===== src/rtl/comp_pkg.sv =====
// Shared comparator definitions: FSM states, result codes and size helpers.
package comp_pkg;

    typedef enum logic [1:0] {
        StIdle,
        StCompare,
        StDone
    } comp_state_e;

    typedef enum logic [1:0] {
        ResLt = 2'b00,
        ResEq = 2'b01,
        ResGt = 2'b10
    } comp_res_e;

    function automatic int unsigned calc_ndig(int unsigned width, int unsigned digit);
        return width / digit;
    endfunction

    function automatic int unsigned calc_sw(int unsigned ndig);
        return $clog2(ndig) + 1;
    endfunction

endpackage


===== src/rtl/comp_digit.sv =====
// Combinational compare of one digit; invert_msb_i flips the top bit on both sides
// so a two's-complement MSB digit orders as offset binary.
module comp_digit #(
    parameter int unsigned DIGIT = 4
) (
    input  logic [DIGIT-1:0] a_i,
    input  logic [DIGIT-1:0] b_i,
    input  logic             invert_msb_i,
    output logic             lt_o,
    output logic             eq_o,
    output logic             gt_o
);

    logic [DIGIT-1:0] flip;
    logic [DIGIT-1:0] a_x;
    logic [DIGIT-1:0] b_x;

    always_comb begin
        flip            = '0;
        flip[DIGIT-1]   = invert_msb_i;
        a_x             = a_i ^ flip;
        b_x             = b_i ^ flip;
        lt_o            = a_x < b_x;
        eq_o            = a_x == b_x;
        gt_o            = a_x > b_x;
    end

endmodule


===== src/rtl/seq_mag_comp.sv =====
// Digit-serial MSB-first magnitude comparator with early exit on the first unequal digit.
// Unsigned or two's-complement, behind a start/done handshake.
module seq_mag_comp
    import comp_pkg::*;
#(
    parameter int unsigned  WIDTH = 16,
    parameter int unsigned  DIGIT = 4,
    localparam int unsigned NDIG  = calc_ndig(WIDTH, DIGIT),
    localparam int unsigned SW    = calc_sw(NDIG)
) (
    input  logic             clk,
    input  logic             rst,
    input  logic             start,
    input  logic             signed_mode,
    input  logic [WIDTH-1:0] a,
    input  logic [WIDTH-1:0] b,
    output logic             busy,
    output logic             done,
    output logic             lt,
    output logic             eq,
    output logic             gt,
    output logic [SW-1:0]    steps
);

    localparam int unsigned     PW     = (NDIG > 1) ? $clog2(NDIG) : 1;
    localparam logic [PW-1:0]   PtrMax = PW'(NDIG - 1);

    comp_state_e      state_q;
    logic [WIDTH-1:0] a_q;
    logic [WIDTH-1:0] b_q;
    logic             signed_q;
    logic [PW-1:0]    ptr_q;
    logic             lt_q;
    logic             eq_q;
    logic             gt_q;
    logic             done_q;
    logic [SW-1:0]    steps_q;

    logic [WIDTH-1:0] a_sh;
    logic [WIDTH-1:0] b_sh;
    logic             dig_lt;
    logic             dig_eq;
    logic             dig_gt;

    assign a_sh = a_q >> (ptr_q * DIGIT);
    assign b_sh = b_q >> (ptr_q * DIGIT);

    comp_digit #(
        .DIGIT (DIGIT)
    ) u_comp_digit (
        .a_i          (a_sh[DIGIT-1:0]),
        .b_i          (b_sh[DIGIT-1:0]),
        .invert_msb_i (signed_q && (ptr_q == PtrMax)),
        .lt_o         (dig_lt),
        .eq_o         (dig_eq),
        .gt_o         (dig_gt)
    );

    always_ff @(posedge clk) begin
        if (rst) begin
            state_q  <= StIdle;
            a_q      <= '0;
            b_q      <= '0;
            signed_q <= 1'b0;
            ptr_q    <= PtrMax;
            lt_q     <= 1'b0;
            eq_q     <= 1'b0;
            gt_q     <= 1'b0;
            done_q   <= 1'b0;
            steps_q  <= '0;
        end else begin
            unique case (state_q)
                StIdle: begin
                    done_q <= 1'b0;
                    if (start) begin
                        a_q      <= a;
                        b_q      <= b;
                        signed_q <= signed_mode;
                        ptr_q    <= PtrMax;
                        lt_q     <= 1'b0;
                        eq_q     <= 1'b0;
                        gt_q     <= 1'b0;
                        steps_q  <= '0;
                        state_q  <= StCompare;
                    end
                end
                StCompare: begin
                    steps_q <= steps_q + SW'(1);
                    if (dig_gt) begin
                        gt_q    <= 1'b1;
                        done_q  <= 1'b1;
                        state_q <= StDone;
                    end else if (dig_lt) begin
                        lt_q    <= 1'b1;
                        done_q  <= 1'b1;
                        state_q <= StDone;
                    end else if (ptr_q == '0) begin
                        eq_q    <= 1'b1;
                        done_q  <= 1'b1;
                        state_q <= StDone;
                    end else begin
                        ptr_q <= ptr_q - PW'(1);
                    end
                end
                StDone: begin
                    done_q  <= 1'b0;
                    state_q <= StIdle;
                end
                default: begin
                    done_q  <= 1'b0;
                    state_q <= StIdle;
                end
            endcase
        end
    end

    assign busy  = (state_q != StIdle);
    assign done  = done_q;
    assign lt    = lt_q;
    assign eq    = eq_q;
    assign gt    = gt_q;
    assign steps = steps_q;

endmodule


===== config.mk =====
export PLATFORM = sky130hd
export DESIGN_NAME = seq_mag_comp
export DESIGN_NICKNAME = d
export VERILOG_FILES = /design/src/rtl/comp_pkg.sv /design/src/rtl/comp_digit.sv /design/src/rtl/seq_mag_comp.sv
export SDC_FILE = /design/constraint.sdc
export NUM_CORES = 1
export LEC_CHECK = 0
export CORE_MARGIN = 1
export CORE_UTILIZATION = 49
export CTS_BUF_LIST = sky130_fd_sc_hd__clkbuf_16
export DETAILED_ROUTE_END_ITERATION = 6
export DONT_BUFFER_PORTS = 1
export PLACE_DENSITY = 0.69
export SYNTH_ARGS = -nofsm -noshare
export SYNTH_HDL_FRONTEND = slang
export SYNTH_SLANG_ARGS = --single-unit

===== constraint.sdc =====
create_clock -name clk -period 3.3 [get_ports clk]
set_clock_uncertainty 0.15 [all_clocks]
set_input_delay 0.495 -clock clk [delete_from_list [all_inputs] [get_ports clk]]
set_output_delay 0.495 -clock clk [all_outputs]
set_load 0.01 [all_outputs]

==> flow_summary.json <==
{
  "antenna_found_initial": 0,
  "worstPathArrival_ns": 2.63,
  "relSlewSlack": 0.576,
  "cts-htree-levels": 2,
  "p_leak_nw": 0.834,
  "pin_count": 44,
  "required_ns": 3.30,
  "area_growth_syn_to_layout_pct": 7.09,
  "maxSlewViolCount": 0,
  "clk_path_buf_depth": 2,
  "grt_overflow": 0,
  "synth_top_flop_cell": "dfxtp_1",
  "setup_violations": 0,
  "cts_hold_buf": 0,
  "avgSynthCellArea_sq_um": 8.67,
  "tritoncts": "done",
  "postRouteAntennaNets": 0,
  "yosysMostFrequentCell": "nand2_1",
  "yosysWarnings": 0,
  "max_freq_mhz": 381,
  "max_cap_violations": 0,
  "post-synth-top-area-fraction": 0.450,
  "wire_per_inst_microns": 13.2,
  "nets": 266,
  "synth_edf_count": 0,
  "synthCells": 226,
  "grt_pass1_vias": 1412,
  "grt_pass1_wl_microns": 6240,
  "yosysUniqueCellTypes": 31,
  "cts_buffers": 5,
  "die_height_microns": 65.2,
  "dp_hpwl_microns": 2550,
  "crit_path_end_kind": "register",
  "drt_iter0_markers": 66,
  "synthTopCellsByCount": "72 x nand2_1, 44 x dfxtp_1, 39 x a21oi_1",
  "diodes": 0,
  "drive_above_1_share": 0.0938,
  "dp.cells": 264,
  "start_util": 0.523,
  "post-cts-setup-buffers": 0,
  "drc": 0,
  "multiInputGateArea_sq_um": 968,
  "synthesis.nets": 269,
  "status": "finished clean",
  "min_path_type": "primary input to register",
  "ys_seq_area_frac": 0.450,
  "fin_tns_setup_ns": 0,
  "dr.pass1.iters": 4,
  "cts_resized": 0,
  "start_kind": "register",
  "grt_start_max_net_pins": 45,
  "portBuffers": 0,
  "instances_no_fill": 272,
  "power_density_nw_per_um2": 632,
  "vias_per_cell": 5.36,
  "gp_congestion": 0.755,
  "synth_seq_cells": 44,
  "place_worst_setup_slack_ns": 0.685,
  "gr-usage-all-layers": 0.193,
  "synth_top_cell_by_area": "dfxtp_1",
  "worstMarginPinSlew_ns": 0.634,
  "final.period_utilization": 0.796,
  "die_width_microns": 65.2,
  "row_count": 22,
  "vias": 1458,
  "r2r_setup_slack_ns": 0.67,
  "worst_slack_ns": 0.674,
  "clock_latency_ns": 0.28,
  "routed_wl_microns": 3580,
  "clk_pin_slew_ns": 0.06,
  "min_period_ns": 2.63,
  "n_fill_cell": 377,
  "hold_viol": 0,
  "dieArea_sq_um": 4260,
  "ir_worst_vdd_uv": 278,
  "core_sq_um": 3740,
  "async_reset_ff_frac": 0,
  "critPathMaxFanout": 6,
  "root_buffer": "clkbuf_16",
  "cts.sinks": 44,
  "regArea_sq_um": 881,
  "rsz0062_at_grt": "false",
  "path_class": "register to register",
  "syn_area_sq_um": 1960,
  "ys_top_cells_by_area": "dfxtp_1 45%, nand2_1 14%, a21oi_1 10%"
}
==> cells by family (layout without fill, tap and decap cells) <==
logic type	Yosys count	count (layout)	share of synthesized area
AO/OA/AOI/OAI	48	48	0.135
XOR/XNOR	3	3	0.0134
adder cells (fa/ha/maj)	7	7	0.0447
buffers and inverters	21	19	0.0562
flip-flops	44	44	0.450
multiplexers	8	8	0.0920
AND/OR/NAND/NOR	95	95	0.209
==> state kept, by name, indices dropped and copies added (netlist names) <==
name and flops:
state_q 2, done 1, eq 1, a_q 16, ptr_q 2, gt 1, signed_q 1, lt 1
b_q 16, steps 3
==> critical path, stage by stage, from the launching register on <==
cell	delay (ns)
dfxtp_1	0.54
mux4_2	0.57
xor2_1	0.16
ha_1	0.32
nand4_1	0.16
or2_2	0.35
nor2_1	0.14
a32oi_1	0.12
==> stage by stage <==
step	hold slack (ns)	power, mW	instance area (sq um)	util
global route	0.121	1.41	2100	0.560
finish	0.137	1.33	2100	0.560
CTS	0.128	1.34	2100	0.560
floorplan	0.283	0.853	1960	-
detailed placement	0.290	0.887	1960	0.524
global placement	0.287	0.881	1960	0.524
==> layer usage <==
| layer | vias up | track usage | share of wire |
|---|---|---|---|
| li1 | 754 | - | - |
| met1 | 667 | 0.233 | 0.48 |
| met2 | 31 | 0.318 | 0.45 |
| met3 | 6 | 0.0660 | 0.052 |
| met4 | 0 | 0.0652 | 0.015 |
| met5 | - | 0 | 0 |
==> report_power, final <==
| part | leakage, nW | internal [mW] | total (mW) | switching, mW |
|---|---|---|---|---|
| clock | 0.0738 | 0.272 | 0.453 | 0.181 |
| sequential | 0.361 | 0.585 | 0.626 | 0.0405 |
| combinational | 0.399 | 0.101 | 0.247 | 0.147 |
| total | 0.834 | 0.958 | 1.33 | 0.369 |
==> area by class of cell <==
cell class	count	area share
clock buffer	5	0.0596
multi-input combinational	161	0.462
inverter	8	0.0143
clock inverter	3	0.00537
sequential	44	0.420
timing repair buffer	3	0.0107
tap	48	0.0286
==> cell usage in the layout, fill, tap and decap left out <==
cell type,Yosys,final
nand2_1,72,72
dfxtp_1,44,44
a21oi_1,39,39
nor2_1,10,10
inv_1,7,9
mux4_2,8,8
ha_1,7,7
clkbuf_16,0,5
nand2b_1,3,3
buf_4,1,3
xor2_1,2,2
o21ai_0,2,2
nor3_1,2,2
a32oi_1,2,2
xnor2_1,1,1
nor3b_4,1,1
nand2_2,1,1
and2b_1,1,1
nand3_1,1,1
nand4_1,1,1
nor4b_2,1,1
and4_1,1,1
o21bai_1,1,1
or2_2,1,1
inv_2,1,1
a211oi_1,1,1
o31a_1,1,1
a32o_1,1,1
o31ai_1,1,1
clkinv_1,0,1
==> final timing paths <==
kind,start,to,cells past startpoint
setup / recovery,ptr_q[0]$_SDFFE_PP1P_,ptr_q[1]$_SDFFE_PP1P_,7
hold / removal,rst,a_q[0]$_SDFFE_PP0P_,1
setup reg to reg,ptr_q[0]$_SDFFE_PP1P_,ptr_q[1]$_SDFFE_PP1P_,7
hold reg to reg,a_q[9]$_SDFFE_PP0P_,a_q[9]$_SDFFE_PP0P_,2
(Power assumes the default switching activity.)
